===== src/rtl/latency_aligned_driver_if.sv =====
// Bus between the latency-aligned operand driver, the DUT-side harness and the monitor.
// o_aligned_valid qualifies o_drive_delayed_*; there is no ready, since the monitor samples every cycle.
interface latency_aligned_driver_if #(
    parameter int WIDTH = 32
);
    logic             i_recal;
    logic [WIDTH-1:0] i_rand_a;
    logic [WIDTH-1:0] i_rand_b;
    logic [WIDTH-1:0] i_dut_out;
    logic [WIDTH-1:0] o_drive_a;
    logic [WIDTH-1:0] o_drive_b;
    logic [WIDTH-1:0] o_drive_delayed_a;
    logic [WIDTH-1:0] o_drive_delayed_b;
    logic [31:0]      o_dut_delay;
    logic             o_cal_done;
    logic             o_cal_error;
    logic             o_aligned_valid;
    logic [4:0]       dbg_state;

    modport master (
        input  i_recal, i_rand_a, i_rand_b, i_dut_out,
        output o_drive_a, o_drive_b, o_drive_delayed_a, o_drive_delayed_b,
        output o_dut_delay, o_cal_done, o_cal_error, o_aligned_valid, dbg_state
    );

    modport slave (
        output i_recal, i_rand_a, i_rand_b, i_dut_out,
        input  o_drive_a, o_drive_b, o_drive_delayed_a, o_drive_delayed_b,
        input  o_dut_delay, o_cal_done, o_cal_error, o_aligned_valid, dbg_state
    );
endinterface


===== src/rtl/latency_aligned_driver.sv =====
// Drives LFSR operands into the DUT, measures its pipeline latency with one zero marker,
// and re-aligns the operands to that latency through a selectable-tap delay line.
module latency_aligned_driver #(
    parameter int WIDTH   = 32,
    parameter int ARM_W   = 4,
    parameter int MAX_LAT = 15
) (
    input logic clk_dut,
    input logic reset,
    latency_aligned_driver_if.master bus
);
    localparam int LAT_W = (MAX_LAT < 1) ? 1 : $clog2(MAX_LAT + 1);

    localparam logic [4:0] S_IDLE  = 5'b00001;
    localparam logic [4:0] S_ARM   = 5'b00010;
    localparam logic [4:0] S_COUNT = 5'b00100;
    localparam logic [4:0] S_DONE  = 5'b01000;
    localparam logic [4:0] S_ERROR = 5'b10000;

    localparam logic [LAT_W-1:0] LAT_MAX = LAT_W'(MAX_LAT);

    logic [4:0]       state, state_nxt;
    logic [ARM_W-1:0] arm_cnt;
    logic [LAT_W-1:0] lat, lat_nxt;
    logic [LAT_W-1:0] l_q, l_nxt;
    logic             marker;
    logic             dut_zero;
    logic             in_done;

    // tap_*[0] is the drive register itself; tap_*[n] is the drive value n cycles ago.
    logic [WIDTH-1:0] tap_a [0:MAX_LAT];
    logic [WIDTH-1:0] tap_b [0:MAX_LAT];

    assign marker   = (state == S_ARM) && (&arm_cnt);
    assign dut_zero = (bus.i_dut_out == '0);
    assign in_done  = (state == S_DONE);

    always_comb begin
        state_nxt = state;
        lat_nxt   = lat;
        l_nxt     = l_q;
        if (bus.i_recal) begin
            state_nxt = S_IDLE;
            lat_nxt   = '0;
            l_nxt     = '0;
        end else begin
            case (state)
                S_IDLE: begin
                    if (!dut_zero) state_nxt = S_ARM;
                end
                S_ARM: begin
                    lat_nxt = '0;
                    if (&arm_cnt) state_nxt = S_COUNT;
                end
                S_COUNT: begin
                    // A zero on the last countable cycle still counts as a hit.
                    if (dut_zero) begin
                        state_nxt = S_DONE;
                        l_nxt     = lat;
                    end else if (lat == LAT_MAX) begin
                        state_nxt = S_ERROR;
                    end else begin
                        lat_nxt = lat + LAT_W'(1);
                    end
                end
                S_DONE:  state_nxt = S_DONE;
                S_ERROR: state_nxt = S_ERROR;
                default: state_nxt = S_IDLE;
            endcase
        end
    end

    always_ff @(posedge clk_dut) begin
        if (reset) begin
            state   <= S_IDLE;
            arm_cnt <= '0;
            lat     <= '0;
            l_q     <= '0;
            for (int n = 0; n <= MAX_LAT; n++) begin
                tap_a[n] <= '0;
                tap_b[n] <= '0;
            end
        end else begin
            state   <= state_nxt;
            arm_cnt <= arm_cnt + ARM_W'(1);
            lat     <= lat_nxt;
            l_q     <= l_nxt;
            tap_a[0] <= marker ? '0 : bus.i_rand_a;
            tap_b[0] <= marker ? '0 : bus.i_rand_b;
            for (int n = 1; n <= MAX_LAT; n++) begin
                tap_a[n] <= tap_a[n-1];
                tap_b[n] <= tap_b[n-1];
            end
        end
    end

    assign bus.o_drive_a         = tap_a[0];
    assign bus.o_drive_b         = tap_b[0];
    assign bus.o_drive_delayed_a = in_done ? tap_a[l_q] : '0;
    assign bus.o_drive_delayed_b = in_done ? tap_b[l_q] : '0;
    assign bus.o_dut_delay       = in_done ? 32'(l_q) : 32'hFFFF_FFFF;
    assign bus.o_cal_done        = in_done;
    assign bus.o_cal_error       = (state == S_ERROR);
    assign bus.o_aligned_valid   = in_done;
    assign bus.dbg_state         = state;
endmodule


===== src/flat_wrapper.sv =====
// flat-port wrapper written by rule: the top's interface ports become plain ports
module latency_aligned_driver_flat 
#(
    parameter int WIDTH   = 32,
    parameter int ARM_W   = 4,
    parameter int MAX_LAT = 15
)
  (clk_dut, reset, bus_i_recal, bus_i_rand_a, bus_i_rand_b, bus_i_dut_out, bus_o_drive_a, bus_o_drive_b, bus_o_drive_delayed_a, bus_o_drive_delayed_b, bus_o_dut_delay, bus_o_cal_done, bus_o_cal_error, bus_o_aligned_valid, bus_dbg_state);
  latency_aligned_driver_if #(.WIDTH(WIDTH)) bus_i ();
  input logic clk_dut;
  input logic reset;
  input wire logic [$bits(bus_i.i_recal)-1:0] bus_i_recal;
  input wire logic [$bits(bus_i.i_rand_a)-1:0] bus_i_rand_a;
  input wire logic [$bits(bus_i.i_rand_b)-1:0] bus_i_rand_b;
  input wire logic [$bits(bus_i.i_dut_out)-1:0] bus_i_dut_out;
  output wire logic [$bits(bus_i.o_drive_a)-1:0] bus_o_drive_a;
  output wire logic [$bits(bus_i.o_drive_b)-1:0] bus_o_drive_b;
  output wire logic [$bits(bus_i.o_drive_delayed_a)-1:0] bus_o_drive_delayed_a;
  output wire logic [$bits(bus_i.o_drive_delayed_b)-1:0] bus_o_drive_delayed_b;
  output wire logic [$bits(bus_i.o_dut_delay)-1:0] bus_o_dut_delay;
  output wire logic [$bits(bus_i.o_cal_done)-1:0] bus_o_cal_done;
  output wire logic [$bits(bus_i.o_cal_error)-1:0] bus_o_cal_error;
  output wire logic [$bits(bus_i.o_aligned_valid)-1:0] bus_o_aligned_valid;
  output wire logic [$bits(bus_i.dbg_state)-1:0] bus_dbg_state;
  assign bus_i.i_recal = bus_i_recal;
  assign bus_i.i_rand_a = bus_i_rand_a;
  assign bus_i.i_rand_b = bus_i_rand_b;
  assign bus_i.i_dut_out = bus_i_dut_out;
  assign bus_o_drive_a = bus_i.o_drive_a;
  assign bus_o_drive_b = bus_i.o_drive_b;
  assign bus_o_drive_delayed_a = bus_i.o_drive_delayed_a;
  assign bus_o_drive_delayed_b = bus_i.o_drive_delayed_b;
  assign bus_o_dut_delay = bus_i.o_dut_delay;
  assign bus_o_cal_done = bus_i.o_cal_done;
  assign bus_o_cal_error = bus_i.o_cal_error;
  assign bus_o_aligned_valid = bus_i.o_aligned_valid;
  assign bus_dbg_state = bus_i.dbg_state;
  latency_aligned_driver #(.WIDTH(WIDTH), .ARM_W(ARM_W), .MAX_LAT(MAX_LAT)) u_core (.clk_dut(clk_dut), .reset(reset), .bus(bus_i));
endmodule

===== config.mk =====
export PLATFORM = sky130hd
export DESIGN_NAME = latency_aligned_driver_flat
export DESIGN_NICKNAME = d
export VERILOG_FILES = /design/src/rtl/latency_aligned_driver_if.sv /design/src/rtl/latency_aligned_driver.sv /design/src/flat_wrapper.sv
export SDC_FILE = /design/constraint.sdc
export NUM_CORES = 1
export LEC_CHECK = 0
export BUFFER_PORTS_ARGS = -buffer_cell sky130_fd_sc_hd__buf_2
export CAP_MARGIN = 20
export CORE_MARGIN = 5
export CORE_UTILIZATION = 40
export DETAILED_ROUTE_END_ITERATION = 10
export HOLD_SLACK_MARGIN = 0.15
export SYNTH_ARGS = -nofsm -noshare
export SYNTH_HDL_FRONTEND = slang
export SYNTH_SLANG_ARGS = --single-unit

===== constraint.sdc =====
create_clock -name clk_dut -period 2.9 [get_ports clk_dut]
set_input_delay 0.145 -clock clk_dut [delete_from_list [all_inputs] [get_ports clk_dut]]
set_output_delay 0.145 -clock clk_dut [all_outputs]
set_load 0.01 [all_outputs]

# After elaboration in Yosys (flattened, before gate mapping)
# Memories as Yosys holds them, arrays and structs flattened. A register that Yosys moved wholly into a read port is not among the register bits.
# Index checks and enable logic that the tools add are counted.
word_totals:
  regBits: 17
  n_memories: 2
  ram_bits: 1024
  output_inout_bits: 168
  input_bits: 99
classes:
  reduce_logical: 8
  mux: 52
  eq_ne: 11
  bitwise_logic: 32
  add_sub_neg: 2
memory_table:
  columns: ["memory", "words", "word_bits", "rd", "rd_ports_with_merged_regs", "write_ports", "line", "text"]
  rows:
  - ["u_core.tap_a", 16, 32, 16, 1, 16, "latency_aligned_driver.sv:31", "logic [WIDTH-1:0] tap_a [0:MAX_LAT];"]
  - ["u_core.tap_b", 16, 32, 16, 1, 16, "latency_aligned_driver.sv:32", "logic [WIDTH-1:0] tap_b [0:MAX_LAT];"]
op_table:
  columns: ["cell", "n"]
  rows:
  - ["32-bit two-way mux", 37]
  - ["32-bit zero test", 1]
  - ["1-bit OR", 32]
  - ["5-bit one-hot mux with 5 select lines", 1]
  - ["4-bit two-way mux", 6]
  - ["5-bit two-way mux", 4]
  - ["4-bit by 1-bit adder with 4-bit output (second input constant)", 2]
  - ["2-bit != test (second input constant)", 4]
  - ["4-bit one-hot mux with 2 select lines", 1]
  - ["3-bit AND reduction", 2]
  - ["5-bit by 1-bit == test with 1-bit output (second input constant)", 1]
  - ["5-bit by 2-bit == test with 1-bit output (second input constant)", 1]
  - ["5-bit by 3-bit == test with 1-bit output (second input constant)", 1]
  - ["5-bit by 4-bit == test with 1-bit output (second input constant)", 1]
  - ["5-bit == test (second input constant)", 1]
  - ["4-bit == test (second input constant)", 1]
  - ["4-bit AND reduction", 1]
  - ["1-bit two-way mux", 3]
  - ["3-bit by 1-bit != test with 1-bit output (second input constant)", 1]
  - ["2-bit AND reduction", 1]
  - ["2-bit nonzero test", 1]
  - ["2-bit OR reduction", 1]
  - ["1-bit logical AND", 1]

# Longest topological paths before layout
# Gate-level depths: netlist (run 1).
logic_depth:
  depth_word: 4
  depth_mapped: 6
  depth_no_buf: 5

# Worst setup path before layout (run 1)
# Ideal clock, no wire load.
synth_timing:
  path_kind: "reg2out"
  start: "register (tool-made name)"
  end: "output port bus_o_drive_delayed_a[10]"
  n_path_buf: 2
  path_slack_ps: 768
  required_time_ps: 2755
  t_arrival_ps: 1987
  stages_incl_launch_ff: 6
  path_cell_list: "dfxtp_1 -> buf_1 -> buf_1 -> mux4_2 -> mux4_2 -> and2_1"
synth_rtl:
  columns: ["element", "line", "text"]
  rows:
  - ["end: declaration", "flat_wrapper.sv:18", "output wire logic [$bits(bus_i.o_drive_delayed_a)-1:0] bus_o_drive_delayed_a;"]

==> out/metrics.cfg, run 1 <==
[run_status]
status=complete, but fails checks
violations=negative setup slack

[floorplanning]
io_pins=267
die_w_um=312.5
die_h_um=312.5
initial_core_util=0.4010
die-area_um2=97630
rows=111
coreArea_um2=91250

[setup_path]
worstReg2RegStart=u_core.bus.dbg_state[1]
reg2reg_to=u_core.tap_a[0][6]
critPathCaptureType=output pin
rrSetupSlack_ns=0.61
r2r_cells=6
critPathArrivalTime_ns=2.90
cp_max_fo=6
cp.required_ns=2.76
worstSetupPathType=reg2out
cp-start-kind=flip-flop

[min_path]
holdPathEnd=u_core.tap_a[0][13]
hold_depth=3
hold_class=in2reg
holdCritStartpoint=bus_i_rand_a[13]

[layout]
synthToLayoutAreaGrowth_pct=22.95
drive_gt1_frac=0.2869
layout.nets=3189
fillCellCount=7790
final_cells=4366

[pwr]
switchingPower_w=0.006242
power_frac_comb=0.025
netSwitchingFraction=0.2102
p_per_area_nw_per_um2=660.1
clockPowerShare=0.483
seqPwrFrac=0.492
power.total_w=0.02970
p_leak_nw=17.01
irDropWorstVdd_mv=0.6350
p_int_w=0.02345

[clock_network]
cts_tree=built
clockRootBuffer=clkbuf_16
clkLatencyLatePin_ns=0.67
h-tree-depth=3
clockBufferDepth=3
clk_pin_slew_ns=0.06
numCtsBuffers=109
cts_sinks=1045

[drt]
wl_per_cell_um=17.86
via_per_inst=4.782
wl_mm=77.96
dr.pass1.iters=5
drtAntennaViolNets=0
vias=20880
drc=0
drtIter0Drc=1164

[sta]
min_period_ns=3.047
tightestPinTransition_ns=0.9135
max_freq_ghz=0.3282
slew_headroom=0.3910
fin_crit_sh=1.051
hold_viol=0
layout_setup_ws_ns=-0.1466
skew_ns=0.01996
rsz0062_at_grt=true
whs_ns=0.2049
maxSlewViolCount=0
setup_viol=61

[grt]
grt_pass1_vias=22640
grt_max_degree=217
overflow=0
grtUsageTotal=0.1561
grt_pass1_wl_mm=124.7
antenna_found_initial=1

[run]
cap_violations=0

[place]
io_buffers=266
dpl_worst_slack_ns=0.4403
place_hpwl_mm=44.51
dpl.cell_count=4037
gp_congestion=0.7443

[logic_synthesis]
syn_inst=2760
syn_avg_cell_area_um2=13.26
synth_edf_count=0
yosysWarnings=0
synth-seq-cells=1045
ys_top_cells_by_count=1045 x dfxtp_1, 963 x nor2b_1, 320 x mux4_2
synth.most_common_cell=dfxtp_1
synthDistinctLibCells=35
synth_nets=2861
yosys.area.top_type=dfxtp_1
synth_top_area_share=0.5717
synthTopCellsByArea=dfxtp_1 57%, mux4_2 20%, nor2b_1 16%
async_reset_ff_frac=0
synthesis.area_um2=36590
synth_ff_type=dfxtp_1
seq_area_frac_synth=0.5717

metal layers:
layer  up-vias  global-route usage  share of wire
li1       9950                   -              -
met1     10440              0.2091           0.46
met2       381              0.2603           0.48
met3       104             0.03136          0.044
met4         0             0.04265          0.019
met5         -                   0              0
metrics by stage:
| stage | utilization | cell area, um^2 | setup TNS, ns |
|---|---|---|---|
| 2_1_floorplan | - | 36590 | 0 |
| 3_3_place_gp | 0.4271 | 38970 | 0 |
| 3_5_place_dp | 0.4271 | 38970 | 0 |
| 4_1_cts | 0.4879 | 44520 | -10.68 |
| 5_1_grt | 0.4930 | 44990 | -11.97 |
| 6_report | 0.4931 | 44990 | -4.584 |
kinds of logic (layout without fill, tap and decap cells):
group | Yosys count | count (layout) | share of synthesized area
xor gates and xnor gates | 2 | 2 | 0.0004788
muxes | 324 | 324 | 0.1980
buffers and inverters | 225 | 644 | 0.03159
AOI/OAI and AO/OA | 16 | 16 | 0.002872
and+or+nand+nor | 1146 | 1146 | 0.1946
adders and majority gates | 2 | 2 | 0.0006837
DFF | 1045 | 1045 | 0.5717
other | 0 | 1 | 0
power by group through the flow:
stage	clock network, W	logic, W	registers (W)
final	0.0143	0.000743	0.0146
after global routing	0.0154	0.000817	0.0146
after CTS	0.0148	0.000748	0.0146
after detailed placement	0	0.000653	0.0149
after global placement	0	0.000635	0.0149
after floorplan	0	0.000411	0.0149
state kept, by name, summed over array words and instances (netlist names), named ones only:
name,flops
u_core.bus.dbg_state,5
u_core.l_q,4
u_core.lat,4
u_core.tap_a,512
u_core.arm_cnt,4
u_core.tap_b,512
layout make-up:
cell class	instances	area, um^2	area share
inverters	3	11.26	0.0002503
diodes	1	2.502	0.00005562
flip-flops and latches	1045	20940	0.4653
clock buffers	161	3254	0.07234
clock inverters	41	524.3	0.01165
repair buffers	439	4120	0.09158
multi-input cells	1490	14660	0.3258
well taps	1186	1484	0.03298
worst max-delay path, cell delays in order, from the launching register on:
cell and delay, ns:
dfxtp_4 0.41, buf_12 0.13, clkbuf_16 0.19, clkbuf_16 0.18
mux4_2 0.50, mux4_2 0.51, and2_4 0.19, buf_6 0.11
worst max-delay path by stage:
stage	start	end	slack, ns
2_1_floorplan	flip-flop	bus_o_drive_delayed_a[10]	0.77
3_3_place_gp	flip-flop	bus_o_drive_delayed_a[31]	0.45
3_5_place_dp	flip-flop	bus_o_drive_delayed_a[30]	0.44
4_1_cts	flip-flop	bus_o_drive_delayed_b[23]	-0.24
5_1_grt	flip-flop	bus_o_drive_delayed_b[30]	-0.24
6_report	flip-flop	bus_o_drive_delayed_b[30]	-0.15
cell usage in the layout, fill, tap and decap left out, types with 23 or more instances in the layout:
master	count
buf_6	55
clkbuf_16	117
mux4_2	320
and2_4	53
buf_12	23
and2_1	76
buf_16	25
dlygate4sd3_1	89
dfxtp_1	1041
nor2b_1	963
clkbuf_8	31
buf_2	219
timing repair:
item / CTS / global route
resized for setup: 83 / 58
setup buffers: 9 / 7
endpoints found under the hold margin: 192 / 0
pin swaps: 1 / 0
gates cloned: 15 / 8
setup endpoints to repair: 63 / 64
hold buffers: 89 / 0
Note: power is estimated with default switching activity, not from simulation.
==> run 2: changes to the inputs <==
Clock period 2.9 ns to 2.85 ns, I/O delays scaled along.
==> run 2 against run 1 <==
The flow still finishes with violations (negative setup slack). Flip-flop and latch count unchanged. First-iteration DRC count grew 7.0%. Routed wire length down 2.3%. Clock skew increased by 0.0054 ns. Critical endpoint is now bus_o_drive_delayed_b[21]. Final cell count decreased by 0.48%. Largest cell class unchanged. Clock-buffer cell count is 5 lower. Sequential power hardly changed. Clock power up 6%. Utilization is 0.39 points lower. Global-route usage fell by 0.15 points. Die area unchanged. Worst hold slack better by 0.0073 ns.
==> out/metrics.cfg, run 2 (synthesized netlist as in run 1, its figures left out) <==
[drt]
drtIter0Drc=1245  ; +7.0%
drtAntennaViolNets=0  ; unchanged
vias=20810  ; -0.35%
drc=0  ; unchanged
wl_per_cell_um=17.52  ; -1.9%
wl_mm=76.14  ; -2.3%
via_per_inst=4.788  ; +0.13%
dr.pass1.iters=5  ; unchanged

[sta]
slew_headroom=0.3249  ; -0.06603
hold_viol=0  ; unchanged
maxSlewViolCount=0  ; unchanged
fin_crit_sh=1.053
tightestPinTransition_ns=1.013  ; +0.09905 ns
max_freq_ghz=0.3331
rsz0062_at_grt=true
layout_setup_ws_ns=-0.1525  ; -0.005903 ns
min_period_ns=3.002
skew_ns=0.02537  ; +0.005403 ns
setup_viol=64  ; +4.9%

[setup_path]
worst-path-buf-inv=4  ; unchanged
path_cells=buf_12, buf_4, clkbuf_16, mux4_2, mux4_2, and2_1, buf_2
cp.required_ns=2.71  ; -0.05 ns
cp_max_fo=10  ; +4
critPathCaptureType=output pin
cp_slowest_cell=mux4_2
critPathArrivalTime_ns=2.86  ; -0.04 ns
worstSetupPathType=reg2out
crit_family=multiplexers
crit_top_cell=mux4_2
slowest_delay_ns=0.48  ; -0.03 ns
cp-start-kind=flip-flop

[floorplanning]
rows=111  ; unchanged
die_h_um=312.5  ; unchanged
coreArea_um2=91250  ; unchanged
die-area_um2=97630  ; unchanged
die_w_um=312.5  ; unchanged
io_pins=267  ; unchanged
initial_core_util=0.4010  ; unchanged

[clock_network]
clockRootBuffer=clkbuf_16
h-tree-depth=3  ; unchanged
clkLatencyLatePin_ns=0.67  ; about the same
cts_tree=built
clk_pin_slew_ns=0.06  ; about the same
cts_sinks=1045  ; unchanged
clockBufferDepth=3  ; unchanged
numCtsBuffers=107  ; -1.8%

[grt]
grt_pass1_wl_mm=123.9  ; -0.62%
use_met1=0.2071  ; -0.001921
grt_use_met2=0.2585  ; -0.001752
grt_pass1_vias=22510  ; -0.59%
gr-max-usage-layer=met2
overflow=0  ; unchanged
grt_max_degree=226  ; +4.1%
grt_use_met3=0.02825  ; -0.003117
antenna_found_initial=0  ; -1
grtUsageTotal=0.1546  ; -0.001529

[layout]
synthToLayoutAreaGrowth_pct=21.96
fin_area_um2=44630  ; -0.80%
final_common_cell=dfxtp_1
layout.nets=3169  ; -0.63%
drive_gt1_frac=0.2797  ; -0.007187
layout_common_cells=1041 x dfxtp_1, 963 x nor2b_1, 320 x mux4_2, 235 x buf_2, 117 x clkbuf_16
fillCellCount=7769  ; -0.27%

[place]
dpl_worst_slack_ns=0.4029  ; -0.03745 ns
place_hpwl_mm=45.03  ; +1.2%
placed_cell_area_um2=39030  ; +0.14%
gp_congestion=0.7523  ; +1.1%
io_buffers=266  ; unchanged

[run_status]
violations=negative setup slack
status=complete, but fails checks

[min_path]
hold_class=in2reg

[pwr]
p_per_area_nw_per_um2=688.4  ; +4.3%
irDropWorstVdd_mv=0.5354  ; -16%
p_leak_nw=16.89  ; -0.73%

[run]
cap_violations=0  ; unchanged

-- run 2: worst min-delay path, cell delays in order --
cell and delay [ns]:
dlygate4sd3_1 0.52, buf_2 0.09, and2_1 0.10
-- run 2: timing repair --
item	in CTS	in global routing
setup endpoints to repair	64	64
pin swaps	1	0
gates resized for setup	76	32
cloned	8	5
setup buffers	10	5
hold buffers	77	0
hold endpoints to repair	185	0
-- run 2: layout make-up --
cell class / count / area [um^2] / share of cell area
Antenna cell: 2 / 5.005 / 0.0001121
Clock buffer: 156 / 3218 / 0.07211
Timing Repair Buffer: 421 / 3686 / 0.08259
Clock inverter: 42 / 683.2 / 0.01531
Inverter: 3 / 11.26 / 0.0002523
Tap cell: 1186 / 1484 / 0.03325
Sequential cell: 1045 / 20940 / 0.4691
Multi-Input combinational cell: 1490 / 14610 / 0.3273
-- run 2: through the flow --
step / power [W] / hold WS [ns] / setup TNS [ns] / instances / utilization
6_report: 0.03072 / 0.2122 / -5.885 / 4345 / 0.4891
3_5_place_dp: 0.01584 / 0.3451 / 0 / 4041 / 0.4277
2_1_floorplan: 0.01558 / 0.2642 / 0 / 2760 / -
3_3_place_gp: 0.01581 / 0.3408 / 0 / 4041 / 0.4277
4_1_cts: 0.03112 / 0.1508 / -11.82 / 4334 / 0.4860
5_1_grt: 0.03186 / 0.1804 / -14.02 / 4343 / 0.4891
-- run 2: power by group --
group | switching (W) | internal, W | total [W]
Clock | 0.00576 | 0.00937 | 0.0151
Sequential | 0.000104 | 0.0148 | 0.0149
Combinational | 0.000378 | 0.000358 | 0.000736
Total | 0.00625 | 0.0245 | 0.0307
-- run 2: metal layers --
metal / wire length (um) / share of wire
met5: 0 / 0
met3: 2745 / 0.036
met2: 36630 / 0.48
met4: 1654 / 0.022
met1: 35110 / 0.46
-- run 2: path summary, 6_finish.rpt --
path,from,cells past startpoint,end,slack [ns]
max,flip-flop,7,bus_o_drive_delayed_b[21],-0.15
min,bus_i_rand_b[13],3,u_core.tap_b[0][13],0.21
max reg2reg,u_core.bus.dbg_state[2],6,u_core.tap_a[0][7],0.68
min reg2reg,u_core.tap_a[10][15],1,u_core.tap_a[11][15],0.44
